$ cat src/rtl/clock_pkg.sv
// Shared types and digit rules for the front-panel time editor.
// Holds the edit state enum, field indices, digit limits and helpers.
package clock_pkg;

  typedef enum logic [1:0] {
    ST_IDLE,
    ST_SET_TIME,
    ST_SET_ALARM
  } state_t;

  localparam logic [2:0] F_HOUR_SHI = 3'd0;
  localparam logic [2:0] F_HOUR_GE  = 3'd1;
  localparam logic [2:0] F_MIN_SHI  = 3'd2;
  localparam logic [2:0] F_MIN_GE   = 3'd3;
  localparam logic [2:0] F_SEC_SHI  = 3'd4;
  localparam logic [2:0] F_SEC_GE   = 3'd5;

  localparam logic [3:0] HOUR_SHI_MAX     = 4'd2;
  localparam logic [3:0] HOUR_GE_MAX_AT_2 = 4'd3;
  localparam logic [3:0] SHI_MAX          = 4'd5;
  localparam logic [3:0] GE_MAX           = 4'd9;

  // Index 0 is hour_shi, 5 is sec_ge (same as field order).
  typedef logic [5:0][3:0] digits_t;
  typedef logic [3:0][3:0] alarm_t;

  function automatic logic [3:0] digit_max(
    input logic [2:0] f,
    input logic [3:0] hour_shi
  );
    logic [3:0] m;
    unique case (f)
      F_HOUR_SHI: m = HOUR_SHI_MAX;
      F_HOUR_GE:
        m = (hour_shi == HOUR_SHI_MAX) ?
            HOUR_GE_MAX_AT_2 : GE_MAX;
      F_MIN_SHI,
      F_SEC_SHI:  m = SHI_MAX;
      default:    m = GE_MAX;
    endcase
    return m;
  endfunction

  // hour_shi is clamped first so hour_ge sees its final value.
  function automatic digits_t clamp_digits(
    input digits_t d
  );
    digits_t    r;
    logic [3:0] m;
    r = d;
    for (int i = 0; i < 6; i++) begin
      m    = digit_max(3'(i), r[0]);
      r[i] = (d[i] > m) ? m : d[i];
    end
    return r;
  endfunction

  function automatic digits_t inc_digit(
    input digits_t    d,
    input logic [2:0] f
  );
    digits_t    r;
    logic [3:0] m;
    r = d;
    if (f <= F_SEC_GE) begin
      m    = digit_max(f, d[0]);
      r[f] = (d[f] >= m) ? 4'd0 : d[f] + 4'd1;
      if (f == F_HOUR_SHI &&
          r[0] == HOUR_SHI_MAX &&
          r[1] > HOUR_GE_MAX_AT_2)
        r[1] = HOUR_GE_MAX_AT_2;
    end
    return r;
  endfunction

endpackage

$ cat src/rtl/key_debounce.sv
// Key synchroniser and debouncer producing one pulse per accepted press.
// Ports: clk, rst, key_n (raw active-low key), press (1-cycle pulse).
module key_debounce #(
  parameter int unsigned DEBOUNCE_CYCLES = 10000
) (
  input  logic clk,
  input  logic rst,
  input  logic key_n,
  output logic press
);

  localparam int unsigned CW =
    $clog2(DEBOUNCE_CYCLES + 1);
  localparam logic [CW-1:0] CNT_LAST =
    CW'(DEBOUNCE_CYCLES - 1);

  logic [1:0]    sync_q;
  logic          stable_q;
  logic [CW-1:0] cnt_q;
  logic          press_q;

  // stable_q flips only after the synced level has differed
  // from it for DEBOUNCE_CYCLES consecutive cycles; a press
  // pulse is emitted only on the high-to-low flip.
  always_ff @(posedge clk) begin
    if (rst) begin
      sync_q   <= 2'b11;
      stable_q <= 1'b1;
      cnt_q    <= '0;
      press_q  <= 1'b0;
    end else begin
      sync_q  <= {sync_q[0], key_n};
      press_q <= 1'b0;
      if (sync_q[1] == stable_q) begin
        cnt_q <= '0;
      end else if (cnt_q == CNT_LAST) begin
        stable_q <= sync_q[1];
        cnt_q    <= '0;
        press_q  <= ~sync_q[1];
      end else begin
        cnt_q <= cnt_q + CW'(1);
      end
    end
  end

  assign press = press_q;

endmodule

$ cat src/rtl/time_set_ctrl.sv
// Front-panel time/alarm editor: keys in, committed digits out.
// Ports: keys, cur_* time in; set_*, strobe, clock_*, status out.
module time_set_ctrl
  import clock_pkg::*;
#(
  parameter int unsigned DEBOUNCE_CYCLES = 10000,
  parameter int unsigned TIMEOUT_CYCLES  = 5000000
) (
  input  logic       clk,
  input  logic       rst,
  input  logic       key_mode_n,
  input  logic       key_inc_n,
  input  logic       key_ok_n,
  input  logic       key_alarm_n,
  input  logic [3:0] cur_sec_ge,
  input  logic [3:0] cur_sec_shi,
  input  logic [3:0] cur_min_ge,
  input  logic [3:0] cur_min_shi,
  input  logic [3:0] cur_hour_ge,
  input  logic [3:0] cur_hour_shi,
  output logic [3:0] set_sec_ge,
  output logic [3:0] set_sec_shi,
  output logic [3:0] set_min_ge,
  output logic [3:0] set_min_shi,
  output logic [3:0] set_hour_ge,
  output logic [3:0] set_hour_shi,
  output logic       set_time_finish,
  output logic [3:0] clock_min_ge,
  output logic [3:0] clock_min_shi,
  output logic [3:0] clock_hour_ge,
  output logic [3:0] clock_hour_shi,
  output logic       clock_en,
  output logic       editing,
  output logic       edit_alarm,
  output logic [2:0] edit_field
);

  localparam int unsigned TW =
    $clog2(TIMEOUT_CYCLES);
  localparam logic [TW-1:0] T_LAST =
    TW'(TIMEOUT_CYCLES - 1);

  logic mode_p;
  logic inc_p;
  logic ok_p;
  logic alarm_p;

  key_debounce #(
    .DEBOUNCE_CYCLES(DEBOUNCE_CYCLES)
  ) u_key_mode (
    .clk  (clk),
    .rst  (rst),
    .key_n(key_mode_n),
    .press(mode_p)
  );

  key_debounce #(
    .DEBOUNCE_CYCLES(DEBOUNCE_CYCLES)
  ) u_key_inc (
    .clk  (clk),
    .rst  (rst),
    .key_n(key_inc_n),
    .press(inc_p)
  );

  key_debounce #(
    .DEBOUNCE_CYCLES(DEBOUNCE_CYCLES)
  ) u_key_ok (
    .clk  (clk),
    .rst  (rst),
    .key_n(key_ok_n),
    .press(ok_p)
  );

  key_debounce #(
    .DEBOUNCE_CYCLES(DEBOUNCE_CYCLES)
  ) u_key_alarm (
    .clk  (clk),
    .rst  (rst),
    .key_n(key_alarm_n),
    .press(alarm_p)
  );

  state_t        state_q, state_d;
  logic [2:0]    field_q, field_d;
  digits_t       edit_q, edit_d;
  digits_t       set_q, set_d;
  alarm_t        alarm_q, alarm_d;
  logic          en_q, en_d;
  logic          fin_q, fin_d;
  logic [TW-1:0] tcnt_q, tcnt_d;
  logic          editing_q;
  logic          edit_alarm_q;
  digits_t       cur_dig;
  logic          any_p;
  logic          tmo;

  assign cur_dig = {cur_sec_ge, cur_sec_shi,
                    cur_min_ge, cur_min_shi,
                    cur_hour_ge, cur_hour_shi};

  // Pulse priority ok > mode > inc; alarm toggles on its own.
  always_comb begin
    state_d = state_q;
    field_d = field_q;
    edit_d  = edit_q;
    set_d   = set_q;
    alarm_d = alarm_q;
    fin_d   = 1'b0;
    en_d    = en_q ^ alarm_p;
    any_p   = mode_p | inc_p | ok_p | alarm_p;
    tmo     = (tcnt_q == T_LAST) && !alarm_p;
    unique case (state_q)
      ST_IDLE: begin
        if (!ok_p && mode_p) begin
          state_d = ST_SET_TIME;
          field_d = F_HOUR_SHI;
          edit_d  = clamp_digits(cur_dig);
        end
      end
      ST_SET_TIME: begin
        if (ok_p) begin
          set_d   = edit_q;
          fin_d   = 1'b1;
          state_d = ST_IDLE;
          field_d = F_HOUR_SHI;
        end else if (mode_p) begin
          if (field_q == F_SEC_GE) begin
            state_d = ST_SET_ALARM;
            field_d = F_HOUR_SHI;
            edit_d  = {8'h00, alarm_q};
          end else begin
            field_d = field_q + 3'd1;
          end
        end else if (inc_p) begin
          edit_d = inc_digit(edit_q, field_q);
        end else if (tmo) begin
          state_d = ST_IDLE;
          field_d = F_HOUR_SHI;
        end
      end
      ST_SET_ALARM: begin
        if (ok_p) begin
          alarm_d = edit_q[3:0];
          state_d = ST_IDLE;
          field_d = F_HOUR_SHI;
        end else if (mode_p) begin
          if (field_q == F_MIN_GE) begin
            state_d = ST_IDLE;
            field_d = F_HOUR_SHI;
          end else begin
            field_d = field_q + 3'd1;
          end
        end else if (inc_p) begin
          edit_d = inc_digit(edit_q, field_q);
        end else if (tmo) begin
          state_d = ST_IDLE;
          field_d = F_HOUR_SHI;
        end
      end
      default: begin
        state_d = ST_IDLE;
        field_d = F_HOUR_SHI;
      end
    endcase
    // Idle time only counts inside an edit state.
    if (state_d != state_q || any_p ||
        state_q == ST_IDLE)
      tcnt_d = '0;
    else
      tcnt_d = tcnt_q + TW'(1);
  end

  always_ff @(posedge clk) begin
    if (rst) begin
      state_q      <= ST_IDLE;
      field_q      <= F_HOUR_SHI;
      edit_q       <= '0;
      set_q        <= '0;
      alarm_q      <= '0;
      en_q         <= 1'b0;
      fin_q        <= 1'b0;
      tcnt_q       <= '0;
      editing_q    <= 1'b0;
      edit_alarm_q <= 1'b0;
    end else begin
      state_q      <= state_d;
      field_q      <= field_d;
      edit_q       <= edit_d;
      set_q        <= set_d;
      alarm_q      <= alarm_d;
      en_q         <= en_d;
      fin_q        <= fin_d;
      tcnt_q       <= tcnt_d;
      editing_q    <= (state_d != ST_IDLE);
      edit_alarm_q <= (state_d == ST_SET_ALARM);
    end
  end

  assign set_hour_shi    = set_q[F_HOUR_SHI];
  assign set_hour_ge     = set_q[F_HOUR_GE];
  assign set_min_shi     = set_q[F_MIN_SHI];
  assign set_min_ge      = set_q[F_MIN_GE];
  assign set_sec_shi     = set_q[F_SEC_SHI];
  assign set_sec_ge      = set_q[F_SEC_GE];
  assign set_time_finish = fin_q;
  assign clock_hour_shi  = alarm_q[F_HOUR_SHI];
  assign clock_hour_ge   = alarm_q[F_HOUR_GE];
  assign clock_min_shi   = alarm_q[F_MIN_SHI];
  assign clock_min_ge    = alarm_q[F_MIN_GE];
  assign clock_en        = en_q;
  assign editing         = editing_q;
  assign edit_alarm      = edit_alarm_q;
  assign edit_field      = field_q;

endmodule

$ cat config.mk
export PLATFORM = sky130hd
export DESIGN_NAME = time_set_ctrl
export DESIGN_NICKNAME = d
export VERILOG_FILES = /design/src/rtl/clock_pkg.sv /design/src/rtl/key_debounce.sv /design/src/rtl/time_set_ctrl.sv
export SDC_FILE = /design/constraint.sdc
export NUM_CORES = 1
export LEC_CHECK = 0
export ABC_AREA = 1
export CAP_MARGIN = 30
export CORE_ASPECT_RATIO = 1.75
export CORE_UTILIZATION = 50
export CTS_BUF_LIST = sky130_fd_sc_hd__clkbuf_4
export CTS_CLUSTER_DIAMETER = 80
export DETAILED_ROUTE_END_ITERATION = 10
export HOLD_SLACK_MARGIN = 0.06
export PLACE_DENSITY = 0.72
export SLEW_MARGIN = 20
export SYNTH_ARGS = -nofsm -noshare
export SYNTH_HDL_FRONTEND = slang
export SYNTH_SLANG_ARGS = --single-unit
export TNS_END_PERCENT = 5
$ cat constraint.sdc
create_clock -name clk -period 3.4 [get_ports clk]
set_input_delay 0.51 -clock clk [delete_from_list [all_inputs] [get_ports clk]]
set_output_delay 0.51 -clock clk [all_outputs]
set_load 0.005 [all_outputs]
==> impl_metrics.tcl <==
set metrics [dict create \
    status "finished, final reports clean" \
    power_density_mw_per_mm2 341.5 \
    grt_overflow 0 \
    placeableCoreArea_mm2 0.01588 \
    grt_pass1_wl_um 33180 \
    ys_ff_latch 168 \
    cts_root_buf "clkbuf_4" \
    post_cts_buffers 0 \
    grt_pass1_vias 7247 \
    area_growth_pct 14.94 \
    drt_iter0_drc 301 \
    ios 77 \
    first_pass_iters 6 \
    p_comb_share_pct 3.0 \
    p_seq_share_pct 62.0 \
    h-tree-depth 4 \
    yosys_warnings 0 \
    crit_slowest_cell "dfxtp_2" \
    clock-sinks 168 \
    synth_fa_ha_area_share_pct 3.384 \
    holdPathStages 1 \
    finalSetupTns_ns 0 \
    synth_compound_area_share_pct 15.00 \
    vias 7559 \
    crit_path_end_kind "register" \
    power.share.switching_pct 26.50 \
    wl_per_cell_um 14.45 \
    drc 0 \
    ctsHoldBuffers 0 \
    arrival_ns 3.58 \
    gp_congestion 0.9619 \
    grt_usage_pct 25.14 \
    required_ns 3.93 \
    async_flop_share_pct 0 \
    cellLeakagePower_nw 3.470 \
    syn-num-nets 1179 \
    finalWirelength_um 20290 \
    synth_top_area_cell "dfxtp_1" \
    yosysMostFrequentCell "nand2_1" \
    synth_xor_area_share_pct 3.769 \
    final_layout_size_suffix_gt1_share_pct 7.331 \
    cp_num_buf_inv 2 \
    antenna_found_initial 1 \
    path_cells "inv_2 -> ha_1 -> nor2_1 -> o21ai_0 -> o21ai_0 -> inv_1 -> ha_1 -> nand4_1 -> and3_1 -> nand2_1 -> nand2_1 -> nand2_1 -> nand4_1 -> nor2_4 -> nand2_1 -> nand2_1 -> nand2_1 -> nand2_1 -> nand2_1 -> a21oi_2" \
    muxShareOfSynthArea_pct 0.1231 \
    crit_top_cell "nand2_1" \
    maxSlewViolCount 0 \
    io_buffers 76 \
    min_path_type "register to register" \
    yosysUniqueCellTypes 45 \
    finalClockSkew_ns 0.03491 \
    grt_setup_unrepaired "false" \
    p_int_mw 2.346 \
    ir_drop_mv 0.1938 \
    fin_crit_sh_pct 89.64 \
    clockBufferDepth 2 \
    synth_top_family_by_area "simple AND/OR/NAND/NOR gates" \
    power.switching_uw 846.0 \
    syn_inst 1127 \
    maxCapViolations 0 \
    cts_made_buffers 17 \
    worst_slew_pin_slew_ns 0.8600 \
    fp.dieW_um 98.42 \
    clk_latency_ns 0.59 \
    cts_tree "done" \
    final_util_pct 58.89 \
    start_kind "register" \
    hold_start "u_key_ok.sync_q[0]" \
    clock.fmax_mhz 328.1 \
    grt_max_degree 51 \
    initial_utilization_pct 51.24 \
    die_area_mm2 0.01680 \
    synth_edf_count 0 \
    reg2reg_from "edit_field[1]" \
    final_antenna_net_count 0 \
    final_nets 1253 \
    criticalPathCategory "register to register" \
    min_to "u_key_ok.sync_q[1]" \
    r2r_cells 20 \
    reg2reg_to "edit_q[5]" \
    die-height_um 170.7 \
    synth_simple_gate_area_share_pct 27.30 \
    finalHoldViolCount 0 \
    max_stage_delay_ns 0.48 \
    ys.flop_type "dfxtp_1" \
    yosys-top-cells-area "dfxtp_1, nand2_1, nor2_1" \
    dpl.hpwl_um 15470 \
    clock_power_share_pct 35.0 \
    avgViaCountPerCell 5.384 \
    clkSlewWorstSetupHoldPaths_ns 0.15 \
    slew_headroom_pct 42.23 \
    critPathMaxFanout 9 \
    syn_area_mm2 0.008134 \
    ys_seq_area_share_pct 41.35 \
    setup_viol 0 \
    rows 61 \
    reg2reg_setup_slack_ns 0.35 \
    ys_top_cells_by_count "nand2_1, dfxtp_1, nor2_1" \
    netlist.area_leader.share_pct 41.35 \
    cp_top_family "simple AND/OR/NAND/NOR gates" \
    syn_area_per_cell_um2 7.217 \
    min_period_ns 3.048 \
]
==> layer usage <==
metal	global-route usage (%)	wire, µm	up-vias
li1	-	-	3842
met1	24.25	7717	3483
met2	49.60	11020	174
met3	3.881	629	60
met4	14.60	922	0
met5	0	0	-
==> state kept, by name, summed over array words and instances (netlist names), 2 cells and up <==
name	flops
u_key_inc.cnt_q	14
clock_hour_shi	4
clock_min_ge	4
set_sec_shi	4
u_key_inc.sync_q	2
tcnt_q	23
set_min_ge	4
clock_hour_ge	4
edit_field	3
u_key_mode.sync_q	2
set_hour_ge	4
clock_min_shi	4
set_min_shi	4
state_q	2
set_hour_shi	4
set_sec_ge	4
u_key_ok.cnt_q	14
u_key_ok.sync_q	2
edit_q	24
u_key_mode.cnt_q	14
u_key_alarm.sync_q	2
u_key_alarm.cnt_q	14
==> area by class of cell <==
type | instances | area [µm²]
fillers | 1560 | 6526
multi-input cells | 774 | 4033
flip-flops and latches | 168 | 3364
repair buffers | 96 | 910.9
inverters | 144 | 540.5
well taps | 189 | 236.5
clock inverters | 15 | 133.9
clock buffers | 17 | 127.6
diodes | 1 | 2.502
==> placed cells by master, fill, tap and decap left out, drive strengths merged, types with 3 or more instances in the layout <==
cell / count
nand2: 186
dfxtp: 168
nor2: 158
inv: 153
o21ai: 94
a21oi: 83
clkdlybuf4s50: 76
nand3: 54
nor3: 36
xor2: 28
nand4: 22
ha: 22
buf: 20
clkbuf: 17
o211ai: 16
or2: 12
a31oi: 11
nor4: 11
nor3b: 9
xnor2: 7
and3: 5
o21a: 5
clkinv: 4
a221oi: 3
==> power groups by stage <==
stage,Clock [mW],Combinational (mW),Sequential [mW]
global route,1.24,0.106,1.98
finish,1.12,0.0959,1.98
CTS,1.16,0.0959,1.98
detailed placement,0,0.0955,2.02
global placement,0,0.0941,2.02
floorplan,0,0.0463,2.02
==> through the flow <==
stage               cells  area, µm²  setup WS [ns]  hold WS (ns)  power (mW)
floorplan            1127       8134         0.6181        0.3895       2.066
global placement     1370       9076         0.3835        0.3917       2.115
detailed placement   1370       9076         0.2916        0.3974       2.116
CTS                  1402       9338         0.2327        0.4246       3.236
global route         1404       9349        0.05673        0.4428       3.324
finish               1404       9349         0.3523        0.4269       3.192
==> timing repair <==
| item | 4_1_cts | 5_1_grt |
|---|---|---|
| gates resized for setup | 0 | 1 |
| hold endpoints to repair | 0 | 0 |
| setup endpoints to repair | 0 | 4 |
==> kinds of logic after synthesis <==
| group | Yosys count |
|---|---|
| xor gates and xnor gates | 35 |
| DFF | 168 |
| muxes | 1 |
| adders and majority gates | 22 |
| and+or+nand+nor | 495 |
| buffers and inverters | 185 |
| AOI/OAI and AO/OA | 221 |
==> worst register-to-register path: cells and delay by family (launching register included) <==
family	cells	cell delay, ns
adder cells (fa/ha/maj)	2	0.54
buffers and inverters	2	0.18
flip-flops	1	0.48
AND/OR/NAND/NOR	13	1.52
AO/OA/AOI/OAI	3	0.27
==> worst max path at each step <==
stage	slack, ns	end	depth (start not counted)	from
after global routing	0.06	edit_q[4]	22	edit_field[1]
after detailed placement	0.29	edit_q[5]	20	edit_field[1]
after floorplan	0.62	edit_q[5]	24	edit_field[0]
final	0.35	edit_q[5]	20	edit_field[1]
after global placement	0.38	edit_q[5]	22	edit_field[1]
after CTS	0.23	edit_q[5]	20	edit_field[1]
Power figures use the tool's default switching activity.
